--- src/rtl/life_scheduler.sv ---
// Game of Life generation scheduler: paces init/update/copy engine starts off a speed-selectable
// interval timer aligned to vsync. Define LIFE_WDOG_EN to add the engine-timeout watchdog.
module life_scheduler #(
    parameter int CLOCK_FREQ  = 24000000,
    parameter int GEN_W       = 16,
    parameter int TIMER_W     = 25,
    parameter int WDOG_CYCLES = 32768
) (
    input  logic             clk,
    input  logic             reset,
    input  logic             run,
    input  logic             step,
    input  logic             randomize,
    input  logic [1:0]       speed,
    input  logic             vsync,
    output logic             init_start,
    output logic             update_start,
    output logic             copy_start,
    input  logic             init_done,
    input  logic             update_done,
    input  logic             copy_done,
    output logic             busy,
    output logic [GEN_W-1:0] generation,
    output logic [2:0]       state,
    output logic             fault
);

    typedef enum logic [2:0] {
        IDLE    = 3'd0,
        WAIT_VS = 3'd1,
        UPDATE  = 3'd2,
        COPY    = 3'd3,
        INIT    = 3'd4
    } state_t;

    localparam logic [TIMER_W-1:0] LIMIT_0 = TIMER_W'(CLOCK_FREQ / 2 - 1);
    localparam logic [TIMER_W-1:0] LIMIT_1 = TIMER_W'(CLOCK_FREQ / 5 - 1);
    localparam logic [TIMER_W-1:0] LIMIT_2 = TIMER_W'(CLOCK_FREQ / 10 - 1);
    localparam logic [TIMER_W-1:0] LIMIT_3 = TIMER_W'(CLOCK_FREQ / 30 - 1);

    state_t             state_q, state_d;
    logic [TIMER_W-1:0] timer_q;
    logic [TIMER_W-1:0] limit;
    logic [GEN_W-1:0]   gen_q;
    logic               vsync_q;
    logic               launch_q;
    logic               busy_q;
    logic               init_start_q, update_start_q, copy_start_q;
    logic               gen_inc, gen_clr;

    always_comb begin
        case (speed)
            2'd0:    limit = LIMIT_0;
            2'd1:    limit = LIMIT_1;
            2'd2:    limit = LIMIT_2;
            default: limit = LIMIT_3;
        endcase
    end

`ifdef LIFE_WDOG_EN
    localparam int                WD_W    = (WDOG_CYCLES > 1) ? $clog2(WDOG_CYCLES) : 1;
    localparam logic [WD_W-1:0]   WD_LAST = WD_W'(WDOG_CYCLES - 1);
    logic [WD_W-1:0] wdog_q;
    logic            wdog_trip;
    logic            fault_q;
`else
    // The timeout length only matters in the watchdog build.
    logic unused_wdog;
    assign unused_wdog = (WDOG_CYCLES == 0);
`endif

    // NOTE: every signal written here gets a default first, so no path can infer a latch.
    always_comb begin
        state_d = state_q;
        gen_inc = 1'b0;
        gen_clr = 1'b0;
        case (state_q)
            INIT:    if (init_done) begin
                         state_d = IDLE;
                         gen_clr = 1'b1;
                     end
            IDLE:    if (run) begin
                         if (timer_q >= limit) state_d = WAIT_VS;
                     end else if (step) begin
                         state_d = WAIT_VS;
                     end
            WAIT_VS: if (vsync && !vsync_q) state_d = randomize ? INIT : UPDATE;
            UPDATE:  if (update_done) state_d = COPY;
            COPY:    if (copy_done) begin
                         state_d = IDLE;
                         gen_inc = 1'b1;
                     end
            default: state_d = IDLE;
        endcase
`ifdef LIFE_WDOG_EN
        wdog_trip = 1'b0;
        // Abandon an engine that stayed silent for the whole timeout window.
        if ((state_q == INIT || state_q == UPDATE || state_q == COPY) &&
            state_d == state_q && wdog_q == WD_LAST) begin
            state_d   = IDLE;
            wdog_trip = 1'b1;
        end
`endif
    end

    // NOTE: sequential state uses non-blocking assignments so every register samples pre-edge values.
    always_ff @(posedge clk or posedge reset) begin
        if (reset) begin
            state_q        <= INIT;
            timer_q        <= '0;
            gen_q          <= '0;
            vsync_q        <= 1'b0;
            launch_q       <= 1'b1;
            busy_q         <= 1'b1;
            init_start_q   <= 1'b0;
            update_start_q <= 1'b0;
            copy_start_q   <= 1'b0;
        end else begin
            state_q  <= state_d;
            vsync_q  <= vsync;
            launch_q <= 1'b0;
            busy_q   <= (state_d == INIT) || (state_d == UPDATE) || (state_d == COPY);

            if (state_q == IDLE && state_d != IDLE) timer_q <= '0;
            else if (state_q == IDLE && run)        timer_q <= timer_q + 1'b1;

            if (gen_clr)      gen_q <= '0;
            else if (gen_inc) gen_q <= gen_q + 1'b1;

            // The first cycle after reset counts as an INIT entry.
            init_start_q   <= (state_d == INIT) && (state_q != INIT || launch_q);
            update_start_q <= (state_d == UPDATE) && (state_q != UPDATE);
            copy_start_q   <= (state_d == COPY) && (state_q != COPY);
        end
    end

`ifdef LIFE_WDOG_EN
    always_ff @(posedge clk or posedge reset) begin
        if (reset) begin
            wdog_q  <= '0;
            fault_q <= 1'b0;
        end else begin
            if (state_d != state_q)
                wdog_q <= '0;
            else if (state_q == INIT || state_q == UPDATE || state_q == COPY)
                wdog_q <= wdog_q + 1'b1;

            if (wdog_trip)                         fault_q <= 1'b1;
            else if (state_q == INIT && init_done) fault_q <= 1'b0;
        end
    end
    assign fault = fault_q;
`else
    assign fault = 1'b0;
`endif

    assign state        = state_q;
    assign busy         = busy_q;
    assign generation   = gen_q;
    assign init_start   = init_start_q;
    assign update_start = update_start_q;
    assign copy_start   = copy_start_q;

endmodule

--- config.mk ---
export PLATFORM = sky130hd
export DESIGN_NAME = life_scheduler
export DESIGN_NICKNAME = d
export VERILOG_FILES = /design/src/rtl/life_scheduler.sv
export SDC_FILE = /design/constraint.sdc
export NUM_CORES = 1
export LEC_CHECK = 0
export ABC_CLOCK_PERIOD_IN_PS = 2150
export CORE_MARGIN = 2
export CORE_UTILIZATION = 36
export DETAILED_ROUTE_END_ITERATION = 8
export GPL_TIMING_DRIVEN = 0
export HOLD_SLACK_MARGIN = 0.08
export SYNTH_ARGS = -nofsm -noshare
export SYNTH_HDL_FRONTEND = slang
export SYNTH_SLANG_ARGS = --single-unit
--- constraint.sdc ---
create_clock -name clk -period 2.15 [get_ports clk]
set_clock_uncertainty 0.2 [all_clocks]
set_input_delay 0.43 -clock clk [delete_from_list [all_inputs] [get_ports clk]]
set_output_delay 0.43 -clock clk [all_outputs]
set_load 0.01 [all_outputs]
==> impl_results.md, run 1 <==
- Crit path max-delay cell type: o31a_4
- Root Buffer Master: clkbuf_8
- Distinct cell type count of the synthesized netlist: 46
- ANT cells: 0
- Slowest stage delay, CP: 0.37 ns
- CTS tree: built
- Final critical delay including setup and external delays: 2.37 ns
- Detailed placement HPWL: 3980 µm
- Port Buffers: 33
- RSZ-0062 raised after global routing: true
- Transition time at the pin with the least slew margin: 0.546 ns
- Residual antenna-violating net count after detailed routing: 0
- Post-synth EDFFs: 0
- Total number of placement rows: 32
- Share of cells above drive strength 1: 22.9%
- Worst slack, placed: -1.06 ns
- Post-Route WL: 5950 µm
- Instance count of the mapped netlist: 284
- Clock power frac: between 20 and 25%
- Drt first pass iters: 4
- Dominant synthesized flop cell: dfrtp_1
- Clock tree sinks: 50
- Initial antenna violation count: 0
- Number of buffers created by CTS: 5
- Final Max Tran Viols: 0
- Layout filler cell count: 726
- Peak supply drop: approximately 0.49 mV
- Area of the core region: 7610 µm²
- Synth async-reset ratio: 100%
- Finish-stage setup viols: 25
- Hold Buf Count CTS: 0
- Maximum number of pins on one net before global-route repair: 27
- Global-route wire length before repair: between 10000 and 15000 µm
- Grt total ovfl: 0
- Sequence of cells on the critical path: buf_8, or2_4, inv_2, ha_4, a21o_1, a21oi_2, o211ai_1, a211o_1, o31a_4, buf_6, nor2_1
- Crit end category: register
- Per-instance average area after synthesis: between 9 and 10 µm²
- Non-filler instance count after layout: 438
- Largest fanout of any net on the critical path: 6
- Area enclosed by the die boundary: 8440 µm²
- Internal power: 1.96 mW
- Area delta synth->final: 34.1%
- Mean number of vias per cell: 5.03
- Synthesis Warnings: 0
- Class of the most critical hold timing path: input pin to async pin
- Clock transition at the registers of the reported paths: 0.09 ns
- Period Utilization, post-route: 110%
- Top-level port count: 35
- Violations in the final reports: setup timing
- Hold Worst Slack: 0.281 ns
- Net Switching: around 1 mW
- Drt wl/cell: 13.6 µm
- Number of design-rule violations left by the first detailed-router iteration: 83
- Tot GR Track Use: around 15%
- Reported leakage power: 1.63 nW
- Routability Congestion: 0.791
- Level count of the clock H-tree: 2
- Proportion of netlist area held by the largest area contributor: between 40% and 50%
- Count of maximum capacitance violations: 0
- Relative contribution of combinational cells to total power: just under 40%
- Initial standard-cell utilization of the core: 36.5%
- Required time at the worst-slack endpoint: roughly 2.2 ns
- Worst setup path class: input pin to register
- Die Ht: 91.9 µm
- Number of vias in the routed layout: 2201
- Nets: 362
- Result of the run: finished with violations
- Data arrival time of the critical path: ~2.4 ns
- Flip-flop and latch count after synthesis: 50
- Category of the worst setup path launch point: input pin
- Count of placed standard cells including taps: ~420
- Maximum buffer depth of the clock tree: 2
- Insertion delay of the later-clocked pin in the worst-skew pair: 0.31 ns
- Setup ws final: -0.222 ns
- Top cells by area, synth: dfrtp_1 (42%), xor2_1 (8.2%), ha_1 (7.2%)
- Portion of total power attributed to sequential cells: around two fifths
- Max-slew headroom at the worst pin: 63.6%
- Core utilization of the finished layout: 49.0%
- Detailed-route DRC error count: 0
- Power density over cell area: 798 nW/µm²
- FMAX: 0.422 GHz
- Final hold violation count: 0
- Via count of the first global-routing pass: between 2000 and 2500
- Summed instance area of the synthesized netlist: ~2800 µm²
- Register area share after synthesis: a little under half
- Sw frac: 34.0%
- Die width: 91.9 µm
- Synth area leader: dfrtp_1
power by group through the flow:
stage	sequential, mW	clock [mW]	combinational [mW]
finish	1.16	0.660	1.15
floorplan	1.19	0	0.494
global placement	1.17	0	0.788
global route	1.18	0.720	1.24
detailed placement	1.17	0	0.806
CTS	1.16	0.691	1.06
cell type report:
cell class                      count  area (µm²)  share of cell area (%)
Clock buffer                        6        72.6                    1.95
Clock inverter                      2        37.5                    1.01
Inverter                            6        22.5                   0.604
Multi-Input combinational cell    217        1650                    44.3
Timing Repair Buffer               44         463                    12.4
Sequential cell                    50        1260                    33.8
Buffer                             11        95.1                    2.55
Tap cell                          102         128                    3.43
sequential cells by signal, summed over array words and instances, names as in the netlist:
register and flops:
timer_q 25, copy_start 1, vsync_q 1, init_start 1, generation 16, state 3
busy 1, launch_q 1, update_start 1
metrics by stage:
stage | total power [mW] | cell area [µm²] | TNS, ns
floorplan | 1.68 | 2810 | -6.01
global placement | 1.96 | 3270 | -63.57
detailed placement | 1.98 | 3290 | -28.33
CTS | 2.91 | 3590 | -4.79
global route | 3.15 | 3730 | -6.73
finish | 2.97 | 3730 | -5.12
cells in the final DEF (no fill, tap or decap), types with 6 or more instances in the layout:
cell type        instances
nor2_1                  23
and4_1                   6
clkdlybuf4s50_1         31
nor2_2                   8
and3_1                   8
dfrtp_1                 44
buf_4                    9
xnor2_1                 11
buf_6                    8
nand2_1                 24
ha_1                    14
nand3_1                 15
nor2_4                  14
nand4_1                  7
xor2_1                  26
metal layers:
| layer | vias to the layer above | global-route usage [%] | routed length (µm) |
|---|---|---|---|
| met5 | - | 0 | 0 |
| met4 | 0 | 3.36 | 61 |
| met3 | 7 | 2.79 | 160 |
| met2 | 27 | 23.7 | 2850 |
| met1 | 1097 | 20.4 | 2880 |
| li1 | 1070 | - | - |
synth_stat cells (all sizes together) (6+ instances only):
library cell and n:
ha 16, xnor2 11, xor2 26, a21oi 6, nand3 15, nor2 45
inv 6, nand2 24, dfrtp 47, and3 11, buf 9, o21ai 6
nand4 8, and4 6
path summary, 6_finish.rpt:
kind	start	to	slack, ns	depth (start not counted)
hold / removal	reset	generation[3]	0.28	2
max in group asynchronous	reset	timer_q[10]	0.91	3
min in group clk	vsync_q	update_start	0.35	3
setup reg to reg	timer_q[10]	timer_q[1]	-0.19	8
setup / recovery	speed[0]	timer_q[1]	-0.22	11
hold reg to reg	vsync_q	update_start	0.35	3
critical path, delay by kind of cell:
| kind | cells | cell delay [ns] |
|---|---|---|
| AOI/OAI and AO/OA | 5 | 1.08 |
| and+or+nand+nor | 2 | 0.36 |
| buffers and inverters | 3 | 0.32 |
| adders and majority gates | 1 | 0.19 |
repair_timing:
action,CTS,global route
setup endpoints to repair,36,38
setup buffers,4,4
resized for setup,47,28
pin swaps,11,6
gates cloned,2,0
kinds of logic after synthesis:
| kind of cell | synth area share, % |
|---|---|
| DFF | 45.2 |
| muxes | 0.360 |
| buffers and inverters | 3.42 |
| adders and majority gates | 7.20 |
| xor gates and xnor gates | 11.7 |
| AOI/OAI and AO/OA | 7.52 |
| other | 0.135 |
| and+or+nand+nor | 24.5 |
No activity file was read; power rests on OpenSTA's default activity.
==> run 2, diff against run 1 <==
--- a/config.mk
+++ b/config.mk
@@ -6,11 +6,12 @@
 export NUM_CORES = 1
 export LEC_CHECK = 0
 export ABC_CLOCK_PERIOD_IN_PS = 2150
-export CORE_MARGIN = 2
+export CORE_MARGIN = 3
 export CORE_UTILIZATION = 36
 export DETAILED_ROUTE_END_ITERATION = 8
 export GPL_TIMING_DRIVEN = 0
 export HOLD_SLACK_MARGIN = 0.08
+export MAX_ROUTING_LAYER = met4
 export SYNTH_ARGS = -nofsm -noshare
 export SYNTH_HDL_FRONTEND = slang
 export SYNTH_SLANG_ARGS = --single-unit
==> run 2 against run 1 <==
Against the previous run: the flow still finishes with violations (setup timing); die area is 4.4% higher; sequential power hardly changed; critical path depth is 3 lower; routed wire length is 2.0% higher; core utilization is 1.6 points higher; first-iteration DRC count is 47% lower; clock-buffer cell count stayed put; critical path type is now register to register; largest power group is now combinational cells.
==> impl_results.md, run 2 (synthesized netlist as in run 1, its figures left out) <==
- ANT cells: 0
- Root Buffer Master: clkbuf_8
- Final Max Tran Viols: 0
- Number of buffers created by CTS: 5
- Share of cells above drive strength 1: a little under a quarter
- Number of vias in the routed layout: 2160
- Drt first pass iters: 4
- Top register by number of flip-flops: timer_q
- Crit path max-delay cell type: o31a_4
- Category of the worst setup path launch point: register
- Slowest stage delay, CP: 0.43 ns
- Level count of the clock H-tree: 2
- Maximum buffer depth of the clock tree: 2
- Worst slack, placed: -1.05 ns
- Number of design-rule violations left by the first detailed-router iteration: 44
- Initial antenna violation count: 0
- Detailed-routed wire length on met2: 2900 µm
- Clock transition at the registers of the reported paths: 0.10 ns
- Post-Route WL: 6070 µm
- Final critical delay including setup and external delays: 2.44 ns
- Reported leakage power: 1.63 nW
- Setup ws final: -0.285 ns
- Top-level port count: 35
- Detailed-route DRC error count: 0
- Nets: 364
- Worst setup path class: register to register
- Residual antenna-violating net count after detailed routing: 0
- Routability Congestion: 0.801
- WL met1: 2980 µm
- Result of the run: finished with violations
- Sequential cell area: 1260 µm²
- Violations in the final reports: setup timing
- Count of maximum capacitance violations: 0
- Area of the core region: 7370 µm²
- Port Buffers: 33
- Required time at the worst-slack endpoint: 2.18 ns
- Core utilization of the finished layout: 50.6%
- Grt total ovfl: 0
- Via count of the first global-routing pass: 2064
- Total number of placement rows: 31
- Most frequent cells in the layout: dfrtp_1 (45), clkdlybuf4s50_1 (31), xor2_1 (26), nor2_1 (25), nand2_1 (24)
- Sequence of cells on the critical path: ha_1, a21o_1, a211oi_2, o21ai_1, a211o_1, o31a_4, buf_12, nor2_4
- Initial standard-cell utilization of the core: 37.7%
- Count of buffer and inverter cells on the critical path: 1
- Wire length on met3: 153 µm
- Commonest non-fill, non-tap cell in the layout: dfrtp_1
- Die Ht: 93.9 µm
- Finish-stage setup viols: 25
- Insertion delay of the later-clocked pin in the worst-skew pair: around 0.30 ns
- Detailed placement HPWL: between 4000 and 5000 µm
- Period Utilization, post-route: 113%
- RSZ-0062 raised after global routing: true
- Drt wl/cell: between 10 and 15 µm
- Number of flip-flops under the largest register name: 25
- Clock tree sinks: 50
- CTS tree: built
- Die width: 93.9 µm
- Mean number of vias per cell: 4.94
- Maximum number of pins on one net before global-route repair: 40
- FMAX: 0.411 GHz
- Final hold violation count: 0
- Kind of cell adding the most delay to the critical path: compound AO/OA/AOI/OAI gates
- Peak supply drop: 0.559 mV
- Tot GR Track Use: roughly 15%
- Global-route wire length before repair: roughly 10000 µm
- Data arrival time of the critical path: 2.47 ns
- Area of combinational cells with multiple inputs: 1640 µm²
- Power density over cell area: 794 nW/µm²
- Area enclosed by the die boundary: 8810 µm²
- Class of the most critical hold timing path: input pin to async pin
- Crit end category: register
- Layout filler cell count: 697
- Largest fanout of any net on the critical path: 6
- Area delta synth->final: 34.1%
- Top metal layer carrying routed signals: met4
- Power, Total: a little under 3 mW
## run 2: cell type report
type	count	area share, %
clock inverter	2	0.437
clock buffer	6	2.22
sequential	50	33.7
multi-input combinational	217	44.1
inverter	6	0.604
timing repair buffer	46	12.9
buffer	11	2.69
tap	99	3.32
## run 2: worst paths after layout
kind,start,to,slack (ns),cells past startpoint
worst min-delay path,reset,generation[8],0.18,2
worst max-delay path,timer_q[22],timer_q[10],-0.29,8
worst max register to register,timer_q[22],timer_q[10],-0.29,8
max in group asynchronous,reset,busy,1.01,3
worst min register to register,vsync_q,update_start,0.35,3
min in group clk,vsync_q,update_start,0.35,3
## run 2: layer usage
metal	vias up	GRT usage, %
li1	1077	-
met4	0	2.53
met5	-	-
met1	1048	20.4
met3	5	3.04
met2	30	22.9
## run 2: worst register-to-register path, delay by kind of cell (launching register included)
| kind | cells | cell delay (ns) |
|---|---|---|
| AOI/OAI and AO/OA | 5 | 1.20 |
| adders and majority gates | 1 | 0.32 |
| buffers and inverters | 1 | 0.18 |
| DFF | 1 | 0.41 |
| and+or+nand+nor | 1 | 0.07 |
## run 2: through the flow
step	hold WS, ns	TNS (ns)	cell area (µm²)	std cells
floorplan	0.261	-6.01	2810	285
global placement	0.330	-63.46	3260	417
detailed placement	0.333	-28.13	3280	418
CTS	0.182	-5.80	3540	431
global route	0.189	-7.89	3730	437
finish	0.176	-6.73	3730	437
## run 2: report_power, final
group / total, mW / switching, mW / internal [mW] / leakage [nW]
clock network: 0.600 / 0.334 / 0.266 / 0.0478
logic: 1.20 / 0.594 / 0.604 / 0.915
registers: 1.16 / 0.116 / 1.05 / 0.671
total: 2.96 / 1.04 / 1.92 / 1.63
## run 2: what timing repair did
item	4_1_cts	5_1_grt
cloned	2	0
hold buffers	0	0
resized for setup	40	34
setup endpoints to repair	36	37
pin swaps	10	15
setup buffers	4	6
hold endpoints to repair	0	0
